`src/rtl/psw_pkg.sv`:
```
// Shared definitions for the XM23 Program Status Word: bit positions, field
// ranges, reset/write masks and a packed view used by decode and execute.
package psw_pkg;

  localparam int PSW_C   = 0;
  localparam int PSW_Z   = 1;
  localparam int PSW_N   = 2;
  localparam int PSW_SLP = 3;
  localparam int PSW_V   = 4;

  localparam int CUR_LO = 5;
  localparam int CUR_HI = 7;
  localparam int PRV_LO = 13;
  localparam int PRV_HI = 15;

  localparam logic [15:0] PSW_RESET     = 16'h00E0;
  localparam logic [15:0] PSW_WMASK     = 16'hE0FF;
  localparam logic [15:0] PSW_FLAG_MASK = 16'h001F;

  typedef struct packed {
    logic [2:0] prv_pri;
    logic [4:0] rsvd;
    logic [2:0] cur_pri;
    logic       v;
    logic       slp;
    logic       n;
    logic       z;
    logic       c;
  } psw_t;

  // PSW after taking an exception: previous CUR moves to PRV, flags and SLP cleared.
  function automatic logic [15:0] enter_psw(input logic [15:0] prev, input logic [2:0] pri);
    psw_t r;
    r         = '0;
    r.prv_pri = prev[CUR_HI:CUR_LO];
    r.cur_pri = pri;
    return r;
  endfunction

  // SETCC/CLRCC operand {V,SLP,N,Z,C} lines up with PSW bits 4:0.
  function automatic logic [15:0] cc_to_psw(input logic [4:0] bits);
    return {11'b0, bits};
  endfunction

endpackage

```
`src/rtl/psw_stack.sv`:
```
// LIFO of saved PSWs for nested exceptions. Reset empties the stack;
// entries are never cleared, only overwritten by later pushes.
module psw_stack
  import psw_pkg::*;
#(
  parameter int DEPTH = 4
) (
  input  logic                      clk,
  input  logic                      rst,
  input  logic                      push,
  input  logic                      pop,
  input  logic [15:0]               din,
  output logic [15:0]               dout,
  output logic [$clog2(DEPTH):0]    depth,
  output logic                      full,
  output logic                      empty
);

  localparam int DW = $clog2(DEPTH) + 1;
  localparam int AW = (DEPTH > 1) ? $clog2(DEPTH) : 1;

  logic [15:0]   mem [DEPTH];
  logic [DW-1:0] cnt;

  assign full  = (cnt == DW'(DEPTH));
  assign empty = (cnt == '0);
  assign depth = cnt;
  assign dout  = empty ? '0 : mem[AW'(cnt - 1'b1)];

  // NOTE: storage has no reset; depth alone says which entries are valid.
  always_ff @(posedge clk) begin
    if (push && !full) mem[AW'(cnt)] <= din;
  end

  // NOTE: sequential state uses non-blocking assignments so every register
  // samples the pre-edge values regardless of block ordering.
  always_ff @(posedge clk) begin
    if (rst) begin
      cnt <= '0;
    end else if (push && !full) begin
      cnt <= cnt + 1'b1;
    end else if (pop && !empty) begin
      cnt <= cnt - 1'b1;
    end
  end

endmodule

```
`src/rtl/psw_reg.sv`:
```
// Architectural PSW register: merges ALU flag updates, SETCC/CLRCC, explicit
// writes and exception entry/return into one registered PSW with a saved-PSW stack.
module psw_reg
  import psw_pkg::*;
#(
  parameter int STACK_DEPTH = 4
) (
  input  logic                          clk,
  input  logic                          rst,
  input  logic                          stall,
  input  logic                          alu_upd,
  input  logic [15:0]                   psw_in,
  input  logic [15:0]                   psw_msk,
  input  logic                          cc_set,
  input  logic                          cc_clr,
  input  logic [4:0]                    cc_bits,
  input  logic                          wr_en,
  input  logic [15:0]                   wr_data,
  input  logic                          exc_entry,
  input  logic [2:0]                    exc_pri,
  input  logic                          exc_ret,
  output logic [15:0]                   psw,
  output logic [$clog2(STACK_DEPTH):0]  depth,
  output logic                          fault
);

  logic [15:0] psw_q;
  logic [15:0] psw_d;
  logic [15:0] psw_next;
  logic [15:0] stk_top;
  logic [15:0] flag_msk;
  logic [15:0] cc_vec;
  logic        stk_full;
  logic        stk_empty;
  logic        push;
  logic        pop;
  logic        fault_set;
  logic        fault_q;

  assign flag_msk = psw_msk & PSW_FLAG_MASK;
  assign cc_vec   = cc_to_psw(cc_bits);

  // NOTE: every variable gets a default before any branch so no path infers a latch.
  always_comb begin
    psw_d     = psw_q;
    psw_next  = psw_q;
    push      = 1'b0;
    pop       = 1'b0;
    fault_set = 1'b0;

    if (alu_upd) psw_d = (psw_d & ~flag_msk) | (psw_in & flag_msk);
    if (cc_clr)  psw_d = psw_d & ~cc_vec;
    if (cc_set)  psw_d = psw_d | cc_vec;
    if (wr_en)   psw_d = wr_data & PSW_WMASK;

    psw_next = psw_d;

    // Entry outranks return; psw_d is what gets saved so same-cycle updates survive.
    if (exc_entry) begin
      if (!stk_full) begin
        push     = 1'b1;
        psw_next = enter_psw(psw_d, exc_pri);
      end else begin
        fault_set = 1'b1;
      end
    end else if (exc_ret) begin
      if (!stk_empty) begin
        pop      = 1'b1;
        psw_next = stk_top & PSW_WMASK;
      end else begin
        fault_set = 1'b1;
      end
    end
  end

  psw_stack #(
    .DEPTH (STACK_DEPTH)
  ) u_stack (
    .clk   (clk),
    .rst   (rst),
    .push  (push && !stall),
    .pop   (pop && !stall),
    .din   (psw_d),
    .dout  (stk_top),
    .depth (depth),
    .full  (stk_full),
    .empty (stk_empty)
  );

  always_ff @(posedge clk) begin
    if (rst) begin
      psw_q   <= PSW_RESET;
      fault_q <= 1'b0;
    end else if (!stall) begin
      psw_q   <= psw_next;
      fault_q <= fault_q | fault_set;
    end
  end

  assign psw   = psw_q;
  assign fault = fault_q;

endmodule

```
`config.mk`:
```
export PLATFORM = sky130hd
export DESIGN_NAME = psw_reg
export DESIGN_NICKNAME = d
export VERILOG_FILES = /design/src/rtl/psw_pkg.sv /design/src/rtl/psw_stack.sv /design/src/rtl/psw_reg.sv
export SDC_FILE = /design/constraint.sdc
export NUM_CORES = 1
export LEC_CHECK = 0
export ABC_AREA = 1
export BUFFER_PORTS_ARGS = -buffer_cell sky130_fd_sc_hd__buf_2
export CAP_MARGIN = 5
export CORE_UTILIZATION = 45
export DETAILED_ROUTE_END_ITERATION = 7
export PLACE_DENSITY = 0.7
export SYNTH_ARGS = -nofsm -noshare
export SYNTH_HDL_FRONTEND = slang
export SYNTH_SLANG_ARGS = --single-unit
```
`constraint.sdc`:
```
create_clock -name clk -period 3.1 [get_ports clk]
set_input_delay 0.465 -clock clk [delete_from_list [all_inputs] [get_ports clk]]
set_output_delay 0.465 -clock clk [all_outputs]
set_load 0.02 [all_outputs]
```
==> results of run 1 <==
==> metal layers <==
layer	share of wire [%]	up-vias	global-route usage, %
met5	0	-	0
met4	1.4	0	8.94
met3	5.3	8	4.52
met2	47	95	35.6
met1	46	1197	28.8
li1	-	1329	-
==> layout make-up <==
class                   instances  area (sq um)
repair buffers                 64           338
flip-flops and latches         64          1720
inverters                      38           143
clock buffers                  11           151
fillers                       611          2840
well taps                      77          96.3
clock inverters                 4          20.0
multi-input cells             249          1150
==> worst paths after layout <==
path	from	depth (start not counted)	endpoint
setup / recovery	u_stack.depth[1]	6	u_stack.mem[1][4]
setup reg to reg	u_stack.depth[1]	6	u_stack.mem[1][4]
hold reg to reg	psw[8]	2	psw[8]
hold / removal	rst	2	u_stack.depth[1]
==> kinds of logic (layout without fill, tap and decap cells) <==
kind of cell / Yosys count / in the layout / share of synthesized area (%)
and+or+nand+nor: 175 / 175 / 23.0
adders and majority gates: 5 / 5 / 2.04
DFF: 64 / 64 / 56.0
buffers and inverters: 50 / 117 / 6.47
AOI/OAI and AO/OA: 69 / 69 / 12.5
==> worst reg2reg max path: cells and delay by family (launching register included) <==
family / cells / cell delay, ps
fa+ha+maj: 1 / 220
buf+inv: 2 / 350
flops: 1 / 400
simple gates: 3 / 800
==> placed cells by master, fill, tap and decap left out, types with 5 or more instances in the layout <==
| cell type | n |
|---|---|
| edfxtp_1 | 44 |
| dfxtp_1 | 20 |
| nand3_1 | 22 |
| a21oi_1 | 26 |
| nor2_1 | 46 |
| nand2_1 | 99 |
| inv_1 | 34 |
| buf_4 | 7 |
| o211ai_1 | 9 |
| buf_2 | 57 |
| clkbuf_8 | 11 |
| ha_1 | 5 |
| o21ai_0 | 23 |
==> stage by stage <==
step	setup WS [ps]	total power [mW]	util, %	hold slack (ps)	cells
floorplan	744	1.22	-	525	363
global placement	963	1.34	53.4	432	492
detailed placement	931	1.35	53.4	438	492
CTS	997	1.96	56.1	437	507
global route	834	2.04	56.1	455	507
finish	1020	1.96	56.1	445	507
==> power by group <==
part	total, mW	switching, mW	internal, mW
clock network	0.629	0.306	0.322
registers	0.975	0.0172	0.957
logic	0.356	0.241	0.115
==> results.cfg, run 1 <==
[floorplanning]
row_count = 29
start_util_pct = 47.6
die-area_sq_mm = 0.00716
ios = 85
dieWidth_um = 84.6
die_h_um = 84.6
core_area_sq_mm = 0.00646

[final_layout]
nets = 496
drive_above_1_share_pct = 20.0
largest_register_ffs = 44
syn2layout_area_growth_pct = 17.9
antenna_cells = 0
finalInstanceArea_sq_mm = 0.00362

[critical_path]
crit_chain = inv_1 > ha_1 > nand2_1 > nand3_1 > nor2_1 > buf_4
cp_data_arrival_time_ps = 2120
crit_family = simple AND/OR/NAND/NOR gates
path_class = flop to flop
cp-start-kind = flop
cp_slowest_cell = dfxtp_1
critical_path_buf_inv_count = 2
critPathCaptureType = flop
required_ps = 3140
cp_max_fo = 8
r2r_setup_slack_ps = 1020
cp_slowest_stage_delay_ps = 400

[pwr]
pwr_density_cell_mw_per_mm2 = 541
vdd_drop_max_v = 0.000266
leakagePower_nw = 1.62

[synthesis]
yosys_warnings = 0
netlist_area_sq_mm = 0.00307
netlist_instances = 363
ys.flop_type = edfxtp_1
syn_area_per_cell_sq_um = 8.47
synth_most_common_cell = nand2_1
ys_ff_latch = 64
synth_top_area_share_pct = 43.0
synth_cell_types = 23
synth_nets = 433
synth_area_leaders = edfxtp_1, dfxtp_1, nand2_1
synthTopCellsByCount = nand2_1, nor2_1, edfxtp_1, inv_1, a21oi_1
async_flop_share_pct = 0
yosys.area.top_type = edfxtp_1
yosysSeqAreaShare_pct = 56.0
synth_edf_count = 44

[timing]
min_period_over_period_pct = 67.0
fin_worst_skew_ps = 6.62
rsz0062_at_grt = false
slew-limit-headroom_pct = 60.2
worst_pin_slew_ps = 592
setup_viol = 0
finalHoldViolCount = 0
slew_viol_final = 0
setup_tns_ps = 0
fmax_ghz = 0.481
fin_crit_ps = 2080

[routing]
drt-total-wl_um = 7350
viasPerCell = 5.19
wire_per_inst_um = 14.5
drtAntennaViolNets = 0
vias = 2629
drt_iter0_drc = 142
firstDrtPassIters = 4
drc = 0

[grt]
globalRouteOverflowTotal = 0
grt_start_max_net_pins = 27
grt_pass1_wl_um = 11900
grt_pass1_vias = 2482
grt_usage_pct = 21.9
antenna_found_initial = 0

[clock_network]
clock_latency_ps = 330
clk_pin_slew_ps = 70
cts.sinks = 64
ctsResizeCount = 0
h-tree-depth = 3
cts_root_buf = clkbuf_8
holdBufCountCts = 0
cts_tree = yes
cts.path.max_buffers = 2
post_cts_buffers = 0
numCtsBuffers = 9

[worst_hold_path]
holdCritPathClass = input pin to flop

[outcome]
outcome = finished, final reports clean

[placed_design]
finalWeightedCongestion = 0.808
portBuffers = 57
placed_cell_area_sq_mm = 0.00345
hpwl_um = 5190

[job]
drv_cap = 0
Power figures use the tool's default switching activity.
==> inputs of run 2 (changes only) <==
==> constraint.sdc (replaced) <==
create_clock -name clk -period 2.1 [get_ports clk]
set_input_delay 0.315 -clock clk [delete_from_list [all_inputs] [get_ports clk]]
set_output_delay 0.315 -clock clk [all_outputs]
set_load 0.02 [all_outputs]
==> run 2 against run 1 <==
Design area is 2.7% higher. Die area is the same. Highest routed layer unchanged. Clock skew is 5.3 ps higher. Sequential power up 48%. Sequential share of layout area down 1.3 points.
==> results.cfg, run 2 (same netlist as run 1, synthesis figures left out) <==
[timing]
min_period_over_period_pct = 84.7
slew-limit-headroom_pct = 59.1
slew_viol_final = 0
finalHoldViolCount = 0
fin_crit_ps = 1780
worst_pin_slew_ps = 608
fin_worst_skew_ps = 11.9
rsz0062_at_grt = false
worst_slack_ps = 321
setup_viol = 0
setup_tns_ps = 0
fmax_ghz = 0.562

[final_layout]
nets = 499
final_common_cell = nand2_1
largest_register_ffs = 44
antenna_cells = 0
syn2layout_area_growth_pct = 21.1
drive_above_1_share_pct = 21.7
mostFrequentLayoutCells = nand2_1, buf_2, edfxtp_1
fin_util_pct = 57.6

[floorplanning]
die_h_um = 84.6
ios = 85
row_count = 29
die-area_sq_mm = 0.00716
start_util_pct = 47.6
dieWidth_um = 84.6
core_area_sq_mm = 0.00646

[grt]
grt_start_max_net_pins = 27
grt_usage_pct = 22.3
grt_pass1_wl_um = 12200
grt_pass1_vias = 2517
globalRouteOverflowTotal = 0
antenna_found_initial = 0

[critical_path]
path_class = flop to flop
cp-start-kind = flop
cp_max_fo = 9
critPathCaptureType = flop
cp_data_arrival_time_ps = 2010
required_ps = 2330
r2r-start = u_stack.depth[1]
worstSetupStartpoint = u_stack.depth[1]

[pwr]
pwr_density_cell_mw_per_mm2 = 807
leakagePower_nw = 1.66
vdd_drop_max_v = 0.000468
p_total_mw = 3.00

[clock_network]
clk_pin_slew_ps = 70
ctsResizeCount = 0
numCtsBuffers = 9
h-tree-depth = 3
cts_tree = yes
cts.sinks = 64
holdBufCountCts = 0
cts_root_buf = clkbuf_8
clock_latency_ps = 340
post_cts_buffers = 0
cts.path.max_buffers = 2

[routing]
firstDrtPassIters = 5
drt_iter0_drc = 185
viasPerCell = 5.26
vias = 2688
wire_per_inst_um = 14.7
drc = 0
drt-total-wl_um = 7510
drtAntennaViolNets = 0

[placed_design]
finalWeightedCongestion = 0.874
post-place-ws_ps = 332
portBuffers = 57
hpwl_um = 5200

[worst_hold_path]
hp-start = rst
holdCritPathClass = input pin to flop

[job]
drv_cap = 0

[outcome]
outcome = finished, final reports clean
## run 2: cell type report
class,count,area [sq um]
Tap cell,77,96.3
Clock buffer,14,184
Clock inverter,2,11.3
Sequential cell,64,1720
Multi-Input combinational cell,249,1180
Fill cell,585,2740
Timing Repair Buffer,67,385
Inverter,38,143
## run 2: metal layers
metal	global-route usage (%)	vias up	part of all wire, %
met5	0	-	0
met4	6.47	0	1.1
met3	4.03	8	5.1
met2	37.9	93	47
met1	29.3	1255	47
li1	-	1332	-
## run 2: path summary, 6_finish.rpt
check	to	depth (start not counted)	slack, ps
worst max register to register	psw[2]	9	320
worst max-delay path	psw[2]	9	320
worst min register to register	psw[11]	2	450
worst min-delay path	u_stack.depth[1]	2	280
## run 2: critical path, stage by stage, from the launching register on
cell      delay (ps)
dfxtp_1          400
inv_1            100
ha_1             300
clkinv_1         270
nand3_1          180
nand2_1           90
a21oi_1          130
nand3_1           90
nand2_1           70
inv_1             40
## run 2: where the power goes
part	internal (mW)	total [mW]	switching, mW
clock	0.565	1.02	0.459
sequential	1.41	1.44	0.0248
combinational	0.179	0.542	0.362
total	2.16	3.00	0.846
## run 2: per-stage QoR
stage | area, sq um | hold slack [ps] | std cells
final | 3720 | 284 | 511
after global routing | 3720 | 288 | 511
after CTS | 3720 | 276 | 511
after detailed placement | 3530 | 434 | 495
after global placement | 3530 | 432 | 495
after floorplan | 3100 | 489 | 363
